[config.mk]
export PLATFORM = sky130hd
export DESIGN_NAME = l1_weight_read_ctrl
export DESIGN_NICKNAME = d
export VERILOG_FILES = /design/src/rtl/l1_weight_read_ctrl.sv
export SDC_FILE = /design/constraint.sdc
export NUM_CORES = 1
export LEC_CHECK = 0
export ABC_AREA = 1
export CAP_MARGIN = 20
export CORE_ASPECT_RATIO = 1.25
export CORE_MARGIN = 1
export CORE_UTILIZATION = 50
export CTS_CLUSTER_DIAMETER = 200
export DETAILED_ROUTE_END_ITERATION = 7
export GPL_ROUTABILITY_DRIVEN = 1
export HOLD_SLACK_MARGIN = 0.02
export PLACE_DENSITY = 0.81
export REMOVE_ABC_BUFFERS = 1
export SYNTH_ARGS = -nofsm -noshare
export SYNTH_HDL_FRONTEND = slang
export SYNTH_SLANG_ARGS = --single-unit
[constraint.sdc]
create_clock -name i_clk -period 2.6 [get_ports i_clk]
set_input_delay 0.52 -clock i_clk [delete_from_list [all_inputs] [get_ports i_clk]]
set_output_delay 0.52 -clock i_clk [all_outputs]
set_load 0.03 [all_outputs]
[src/rtl/l1_weight_read_ctrl.sv]
`timescale 1ns/1ps
// l1_weight_read_ctrl
// Walks the layer-1 weight store one LANES-wide slice per read and tags the
// returned data so the MAC array can clear, accumulate and commit each neuron.
//
// Ports:
//   i_clk           system clock, rising edge
//   i_rst           synchronous active-high reset
//   i_start         start one full pass (sampled in IDLE only)
//   i_mac_ready     MAC can take a slice; low stalls issue for that edge
//   o_re_en         SRAM read enable
//   o_re_addr_byte  slice start address 1 + chunk*LANES
//   o_re_addr_img   neuron address 1..N_OUT
//   o_data_valid    SRAM outputs hold a real slice this cycle
//   o_first_chunk   slice 0 of a neuron (clear accumulator)
//   o_last_chunk    final slice of a neuron (commit)
//   o_neuron_idx    neuron number of the returned slice
//   o_busy          pass in progress, through the done cycle
//   o_done          one-cycle end-of-pass pulse
module l1_weight_read_ctrl #(
    parameter int unsigned N_IN  = 784,
    parameter int unsigned N_OUT = 200,
    parameter int unsigned LANES = 98
) (
    input  logic       i_clk,
    input  logic       i_rst,
    input  logic       i_start,
    input  logic       i_mac_ready,
    output logic       o_re_en,
    output logic [9:0] o_re_addr_byte,
    output logic [7:0] o_re_addr_img,
    output logic       o_data_valid,
    output logic       o_first_chunk,
    output logic       o_last_chunk,
    output logic [7:0] o_neuron_idx,
    output logic       o_busy,
    output logic       o_done
);

    localparam int unsigned CHUNK_W  = 3;
    localparam int unsigned NEURON_W = 8;
    localparam int unsigned BYTE_W   = 10;
    localparam int unsigned N_CHUNK  = N_IN / LANES;

    localparam logic [CHUNK_W-1:0]  LAST_CHUNK   = CHUNK_W'(N_CHUNK - 1);
    localparam logic [NEURON_W-1:0] FIRST_NEURON = NEURON_W'(1);
    localparam logic [NEURON_W-1:0] END_NEURON   = NEURON_W'(N_OUT + 1);
    localparam logic [BYTE_W-1:0]   BYTE_FIRST   = BYTE_W'(1);
    localparam logic [BYTE_W-1:0]   BYTE_STEP    = BYTE_W'(LANES);
    localparam logic [BYTE_W-1:0]   BYTE_LAST    = BYTE_W'(1 + (N_CHUNK - 1) * LANES);

    localparam logic [1:0] S_IDLE  = 2'd0;
    localparam logic [1:0] S_READ  = 2'd1;
    localparam logic [1:0] S_DRAIN = 2'd2;
    localparam logic [1:0] S_DONE  = 2'd3;

    logic [1:0]          r_state;
    logic [CHUNK_W-1:0]  r_chunk;
    logic [NEURON_W-1:0] r_neuron;
    logic [BYTE_W-1:0]   r_byte;

    logic [1:0]          w_next_state;
    logic                w_issue;
    logic [CHUNK_W-1:0]  w_cur_chunk;
    logic [NEURON_W-1:0] w_cur_neuron;
    logic [BYTE_W-1:0]   w_cur_byte;
    logic [CHUNK_W-1:0]  w_nxt_chunk;
    logic [NEURON_W-1:0] w_nxt_neuron;
    logic [BYTE_W-1:0]   w_nxt_byte;

    // Next state, issue decision and incremental address advance.
    // The neuron counter running one past N_OUT marks "every slice issued";
    // READ then leaves for DRAIN so that DRAIN covers the final tag cycle.
    always_comb begin
        w_next_state = r_state;
        w_issue      = 1'b0;
        w_cur_chunk  = r_chunk;
        w_cur_neuron = r_neuron;
        w_cur_byte   = r_byte;

        case (r_state)
            S_IDLE: begin
                w_cur_chunk  = '0;
                w_cur_neuron = FIRST_NEURON;
                w_cur_byte   = BYTE_FIRST;
                if (i_start) begin
                    w_next_state = S_READ;
                    w_issue      = i_mac_ready;
                end
            end
            S_READ: begin
                if (r_neuron == END_NEURON) begin
                    w_next_state = S_DRAIN;
                end else begin
                    w_issue = i_mac_ready;
                end
            end
            S_DRAIN: w_next_state = S_DONE;
            S_DONE:  w_next_state = S_IDLE;
            default: w_next_state = S_IDLE;
        endcase

        w_nxt_chunk  = w_cur_chunk;
        w_nxt_neuron = w_cur_neuron;
        w_nxt_byte   = w_cur_byte;
        if (w_issue) begin
            if (w_cur_chunk == LAST_CHUNK) begin
                w_nxt_chunk  = '0;
                w_nxt_byte   = BYTE_FIRST;
                w_nxt_neuron = w_cur_neuron + NEURON_W'(1);
            end else begin
                w_nxt_chunk  = w_cur_chunk + CHUNK_W'(1);
                w_nxt_byte   = w_cur_byte + BYTE_STEP;
            end
        end
    end

    // State, counters and registered SRAM/tag outputs.
    always_ff @(posedge i_clk) begin
        if (i_rst) begin
            r_state        <= S_IDLE;
            r_chunk        <= '0;
            r_neuron       <= FIRST_NEURON;
            r_byte         <= BYTE_FIRST;
            o_re_en        <= 1'b0;
            o_re_addr_byte <= '0;
            o_re_addr_img  <= '0;
            o_data_valid   <= 1'b0;
            o_first_chunk  <= 1'b0;
            o_last_chunk   <= 1'b0;
            o_neuron_idx   <= '0;
            o_busy         <= 1'b0;
            o_done         <= 1'b0;
        end else begin
            r_state  <= w_next_state;
            r_chunk  <= w_nxt_chunk;
            r_neuron <= w_nxt_neuron;
            r_byte   <= w_nxt_byte;

            o_re_en <= w_issue;
            if (w_issue) begin
                o_re_addr_byte <= w_cur_byte;
                o_re_addr_img  <= w_cur_neuron;
            end

            // Tags trail the issue by one cycle, when SRAM data is stable.
            o_data_valid  <= o_re_en;
            o_first_chunk <= o_re_en && (o_re_addr_byte == BYTE_FIRST);
            o_last_chunk  <= o_re_en && (o_re_addr_byte == BYTE_LAST);
            o_neuron_idx  <= o_re_en ? o_re_addr_img : '0;

            o_busy <= (w_next_state != S_IDLE);
            o_done <= (w_next_state == S_DONE);
        end
    end

endmodule
* Word level (Yosys, flattened, before mapping)
Cells that the tools add are included.
** Storage, ports and cells
- Bits in registers :: 55
- Input bits :: 4
- Output and inout port bits :: 32
- Logic and storage cells :: 45
** Cells by class
- Add/subtract/negate cells :: 3
- Equality and inequality tests :: 8
- Multiplexer cells :: 15
- Bitwise gates (word level) :: 1
- Reduce and logical (&&, ||, !) cells :: 5
** Operators by type and width (number)
- 2-to-1 mux 10 bit :: 3
- 2-to-1 mux 8 bit :: 3
- adder 10 x 7 -> 10 bit, second input constant :: 1
- equality test 10 x 1 -> 1 bit, second input constant :: 1
- equality test 10 bit, second input constant :: 1
- 2-to-1 mux 3 bit :: 3
- adder 8 x 1 -> 8 bit, second input constant :: 1
- equality test 8 bit, second input constant :: 1
- one-hot mux 2 bit (4 select lines) :: 1
- equality test 2 bit, second input constant :: 3
- 2-to-1 mux 2 bit :: 2
- adder 3 x 1 -> 3 bit, second input constant :: 1
- equality test 3 bit, second input constant :: 1
- equality test 2 x 1 -> 1 bit, second input constant :: 1
- logical AND 1 bit :: 2
- logical NOT 2 bit :: 1
- 2-to-1 mux 1 bit :: 2
- one-hot mux 1 bit (2 select lines) :: 1
- nonzero test 2 bit :: 1
- OR reduction 2 bit :: 1
- inverter 1 bit :: 1

* Longest topological paths before layout
Gate-level depths: netlist (run 1).
- Depth after elaboration :: 5
- Depth in mapped cells :: 14
- Depth with buffers taken out :: 12

* Worst setup path before layout (run 1)
OpenSTA, ideal clock, no wires.
- Path kind :: register -> register
- From :: register r_state[1]
- To :: register r_neuron[7]
- Setup time :: 0.113 ns
- Arrival time :: 1.703 ns
- Data required time :: 2.487 ns
- Path slack :: 0.784 ns
- Stages on the path, launching flop included :: 14
- Path buffers :: 2
- Period minus slack after synthesis :: 1.816 ns
- Path through :: dfxtp_1 -> inv_1 -> nand2_2 -> buf_6 -> nand2_1 -> inv_1 -> ha_1 -> ha_1 -> buf_2 -> inv_1 -> nor3_1 -> nand3_2 -> nor2_1 -> nor2_1
** Between the ends
- Longest elaborated chain between the ends :: 5
- Elaborated cells on any way between the ends :: 9
- Classes of those cells :: add/sub (1); eq/ne (2); mux (5); reduce/logical (1)
** Ends and longest elaborated chain
- start: declaration :: RTL line 57 : logic [1:0] r_state;
- start signal: assignment :: RTL line 135 : r_state <= w_next_state;
- logical NOT 2 bit :: RTL line 81 : case (r_state)
- 2-to-1 mux 8 bit / 2-to-1 mux 3 bit (equally long branches) :: RTL line 81
- adder 8 x 1 -> 8 bit / equality test 3 bit (equally long branches) :: RTL line 110, 107
- 2-to-1 mux 8 bit :: RTL line 107 : if (w_cur_chunk == LAST_CHUNK) begin
- 2-to-1 mux 8 bit * :: RTL line 106 : if (w_issue) begin
- end signal: assignment :: RTL line 137 : r_neuron <= w_nxt_neuron;
- end: declaration :: RTL line 59 : logic [NEURON_W-1:0] r_neuron;
Every way passes the cells marked *; elsewhere a longest branch is shown, timed or not.
A chain may end at the register's enable or synchronous reset.

* Worst setup path in the final report (run 1)
Ends and elaborated chain as after synthesis.

==> results of run 1 <==
==> cells by family (layout without fill, tap and decap cells) <==
| family | count (synthesis) | after routing |
|---|---|---|
| DFF | 55 | 55 |
| and+or+nand+nor | 143 | 143 |
| AOI/OAI and AO/OA | 55 | 55 |
| buffers and inverters | 53 | 88 |
| adders and majority gates | 4 | 4 |
==> synthesized netlist by cell type (3+ instances only) <==
| master | n | area, um2 |
|---|---|---|
| dfxtp_1 | 55 | 1100 |
| buf_6 | 3 | 33.8 |
| buf_2 | 4 | 20.0 |
| nand2_2 | 4 | 25.0 |
| nand4_1 | 5 | 31.3 |
| inv_1 | 33 | 124 |
| nand2_1 | 57 | 214 |
| buf_4 | 4 | 30.0 |
| inv_2 | 7 | 26.3 |
| nand3_1 | 18 | 90.1 |
| a21oi_1 | 30 | 150 |
| o21ai_0 | 22 | 110 |
| nor2_4 | 3 | 33.8 |
| nor2_1 | 45 | 169 |
| nor3_1 | 4 | 20.0 |
| ha_1 | 4 | 50.1 |
==> power breakdown <==
| group | total (mW) | switching (mW) | internal, mW |
|---|---|---|---|
| clock network | 0.473 | 0.282 | 0.190 |
| registers | 0.897 | 0.0212 | 0.875 |
| logic | 0.225 | 0.145 | 0.0797 |
==> path summary, 6_finish.rpt <==
path	startpoint	end	depth (start not counted)
worst min register to register	o_re_addr_img[3]	o_neuron_idx[3]	2
worst max-delay path	r_state[1]	r_neuron[7]	12
worst max register to register	r_state[1]	r_neuron[7]	12
worst min-delay path	o_re_addr_img[3]	o_neuron_idx[3]	2
==> per-layer routing <==
metal	GRT usage [%]	vias up	part of all wire, %
met1	23.9	935	42
li1	-	1050	-
met3	4.22	5	4.3
met5	0	-	0
met2	37.7	46	52
met4	9.07	0	1.4
==> cell type report <==
class | count | area, um2
clock buffers | 5 | 68.8
clock inverters | 3 | 18.8
multi-input cells | 202 | 983
fillers | 395 | 1640
well taps | 58 | 72.6
flip-flops and latches | 55 | 1100
inverters | 40 | 150
repair buffers | 40 | 388
==> critical path, cell delays in order (launching register included) <==
cell,delay (ns)
dfxtp_1,0.40
inv_1,0.08
nand2_2,0.07
nand2_1,0.05
inv_1,0.08
ha_1,0.16
ha_1,0.36
inv_1,0.19
nor3_1,0.28
nand3_2,0.12
nand2_1,0.08
nand2_1,0.05
nor2_1,0.10
==> state kept, by name, summed over array words and instances (netlist names), 2 cells and up <==
name,flops
o_re_addr_byte,10
r_byte,10
o_neuron_idx,8
o_re_addr_img,8
r_neuron,8
r_chunk,3
r_state,2
==> run metrics, run 1 <==
n_diodes=0; CP required=2.86 ns; # DRC=0; FF+latch count, synth=55; CTS H-tree depth=2; CTS tree=built; clk slew on worst S/H paths=0.10 ns; Core Box Area=4430 um2; Post-DP HPWL=approximately 3400 um; Clock Path Buffers=2; initial antenna violation count=0; total number of vias=about 2000; max cap viols=0; async set-reset flop share out of synthesis=0%; Total Power=1.59 mW; Place WS=0.471 ns; PostCTS Resize Cnt=0; final instance area=2780 um2; Yosys warnings=0; Post-Layout Cell Count=403; Placed Cells=about 400; share of cells above drive strength 1=9.86%; Detail Route Antenna Nets=0; synthesized area=2330 um2; area grow syn2layout=19.6%; height of the die=78.3 um; Syn Inst Count=310; PwrDens=around 570 nW/um2; status=complete, no violations; syn_area_per_cell=around 7.5 um2; Worst Path Max Fanout=9; Max IR drop VDD=0.000458 V; fraction of synthesized area in multiplexers=0%; f_max=0.483 GHz; Top FF cell, synth=dfxtp_1; total clock sinks=55; first-pass GRT wire length=8140 um; Worst-Margin Slew=0.444 ns; most frequent cells in the layout=57 x nand2_1, 55 x dfxtp_1, 45 x nor2_1, 35 x clkdlybuf4s50_1, 33 x inv_1; Hold Slack=0.448 ns; Compound-Gate Fraction of Synth Area=11.9%; WP data arrival=roughly 2.3 ns; Die Wd=63.0 um; I/O Pins=36; PortBufs=35; setup bufs post-CTS=0; Rel. slew slack=70.4%; post-route clock skew=0.0121 ns; FF-to-FF setup slack=0.53 ns; RSZ-0062 raised after global routing=false; Via density=5.05; critical path class=reg -> reg; CTS root buffer=clkbuf_8; Post-DP Area=2700 um2; Final Max Slew Viols=0; most common cell after layout, fill and taps aside=nand2_1; Post-CTS Hold Fix Bufs=0; Crit. End Element=register; Fin Setup TNS=0 ns; wire per inst=~12 um; GR Util All Layers=approximately a fifth; Final WS setup=0.529 ns; CP Launch Type=register; number of synthesized flops with an enable pin=0; adder-cell share of the synthesized area=2.15%; vias in the first global route=1836; min-delay worst type=reg -> reg; post-synthesis xor/xnor area fraction=0%; DR iter-0 viols=103; GP Congestion=0.848; Pre-antenna DRT Iters=4; Routed Wire Length=4840 um; standby leakage power=1.15 nW; fin nets=352; Fin. Hold Viols=0; grt ovf=0; Cell variety after synth=26; period utilisation layout=between 70% and 80%; final core utilization=62.9%; final setup vio count=0; die area=4930 um2; Final min period=2.07 ns; CTS buffer count=5; largest net degree at the start of global routing=36; area share of and/or/nand/nor cells after synthesis=28.2%; Seq/Total Area, Yosys=47.3%; num rows=27; largest family of logic cells by synthesized area=simple AND/OR/NAND/NOR gates; Starting Density=a little over half; Clock Latency Late Sink=around 0.32 ns
Power figures use the tool's default switching activity.
==> run 2: changes to the inputs <==
CORE_UTILIZATION = 48   (was 50)
clock period = 1.9 ns   (was 2.6 ns; I/O delays follow)
==> run metrics, run 2 (same netlist as run 1, synthesis figures left out) <==
largest net degree at the start of global routing=31 (-14%); RSZ-0062 raised after global routing=false; min-delay worst type=reg -> reg; Top Registers=o_re_addr_byte: 10 flops, r_byte: 10 flops; grt ovf=0 (unchanged); Fin Setup TNS=0 ns (unchanged); Crit. End Element=output pin; Max IR drop VDD=0.000587 V (+28%); fin nets=359 (+2.0%); most common cell after layout, fill and taps aside=nand2_1; FF+latch area=1100 um2 (+0.23%); total number of vias=2086 (+2.5%); post-route clock skew=0.00754 ns (-0.00456 ns); Final WS setup=0.112 ns (-0.417 ns); Place WS=0.0600 ns (-0.411 ns); Total Power=2.17 mW (+36%); area of the multi-input gates=1020 um2 (+3.3%); vias in the first global route=1891 (+3.0%); I/O Pins=36 (unchanged); max cap viols=0 (unchanged); first-pass GRT wire length=8400 um (+3.3%); Rel. slew slack=78.9% (+8.5 points); total clock sinks=55 (unchanged); PwrDens=754 nW/um2 (+32%); n_diodes=0 (unchanged); status=complete, no violations; Final min period=1.79 ns; Pre-antenna DRT Iters=5 (+1); Via density=5.10 (+0.95%); most frequent cells in the layout=56 x nand2_1, 53 x dfxtp_1, 44 x nor2_1, 35 x clkdlybuf4s50_1, 33 x inv_1; CP bufs+invs=1 (-2); CP max-delay cell=clkdlybuf4s50_1; Hold Slack=0.447 ns (-0.00137 ns); Fillers=411 (+4.1%); Fin. Hold Viols=0 (unchanged); CP peak stage delay=0.70 ns (+0.30 ns); CP Launch Type=register; DR iter-0 viols=153 (+49%); cell family with most CP delay=buffers and inverters; share of cells above drive strength 1=13.4% (+3.5 points); wire per inst=12.4 um (+3.0%); Post-Layout Cell Count=409 (+1.5%); GP Congestion=0.845 (-0.40%); initial antenna violation count=0 (unchanged); height of the die=79.8 um (+2.0%); Final Max Slew Viols=0 (unchanged); Clock Path Buffers=2 (unchanged); Worst Path Max Fanout=4 (-5); Placed Cells=402 (+1.8%); Detail Route Antenna Nets=0 (unchanged); Core Box Area=4530 um2 (+2.3%); CTS buffer count=5 (unchanged); period utilisation layout=between 90% and 100%; WP data arrival=1.41 ns (-0.92 ns); clk slew on worst S/H paths=0.09 ns (about the same); critical path class=reg -> out; Routed Wire Length=5050 um (+4.5%); area grow syn2layout=23.9%; # DRC=0 (unchanged); worst-path cell chain=clkdlybuf4s50_1; CTS H-tree depth=2 (unchanged); Post-DP HPWL=3560 um (+4.0%); GR Util All Layers=21.7% (+0.60 points); Die Wd=64.3 um (+2.0%); die area=5130 um2 (+4.0%); num rows=27 (unchanged); Clock Latency Late Sink=0.31 ns (about the same); final setup vio count=0 (unchanged); CTS root buffer=clkbuf_8; CTS tree=built; Post-CTS Hold Fix Bufs=0 (unchanged); Starting Density=51.4% (-1.2 points); PostCTS Resize Cnt=0 (unchanged); PortBufs=35 (unchanged); standby leakage power=1.19 nW (+2.8%); CP required=1.52 ns (-1.34 ns); Worst-Margin Slew=0.316 ns (-0.128 ns); setup bufs post-CTS=0 (unchanged); f_max=about 0.56 GHz
run 2: area by class of cell:
cell class                 instances  share of cell area, %
sequential                        55                   38.3
multi-input combinational        202                   35.3
timing repair buffer              47                   15.8
inverter                          40                   5.21
tap                               58                   2.52
clock buffer                       5                   2.39
clock inverter                     2                  0.478
run 2: path summary, 6_finish.rpt:
path	from	endpoint	slack (ns)	cells past startpoint
setup reg to reg	r_state[1]	r_byte[9]	0.16	12
hold / removal	r_byte[0]	r_byte[0]	0.45	2
hold reg to reg	r_byte[0]	r_byte[0]	0.45	2
setup / recovery	o_re_addr_byte[1]	o_re_addr_byte[1]	0.11	1
run 2: per-stage QoR:
stage	area (um2)	utilization [%]
after detailed placement	2760	61.0
final	2880	63.7
after global placement	2760	61.0
after floorplan	2230	-
after CTS	2840	62.8
after global routing	2880	63.7
run 2: where the power goes:
group / internal [mW] / switching [mW]
Combinational: 0.125 / 0.202
Sequential: 1.20 / 0.0282
Clock: 0.253 / 0.366
run 2: per-layer routing:
layer / track usage [%] / up-vias / wire length, um
li1: - / 1075 / -
met3: 4.71 / 10 / 192
met1: 25.5 / 951 / 2180
met4: 10.7 / 0 / 105
met2: 36.8 / 50 / 2580
met5: 0 / - / 0
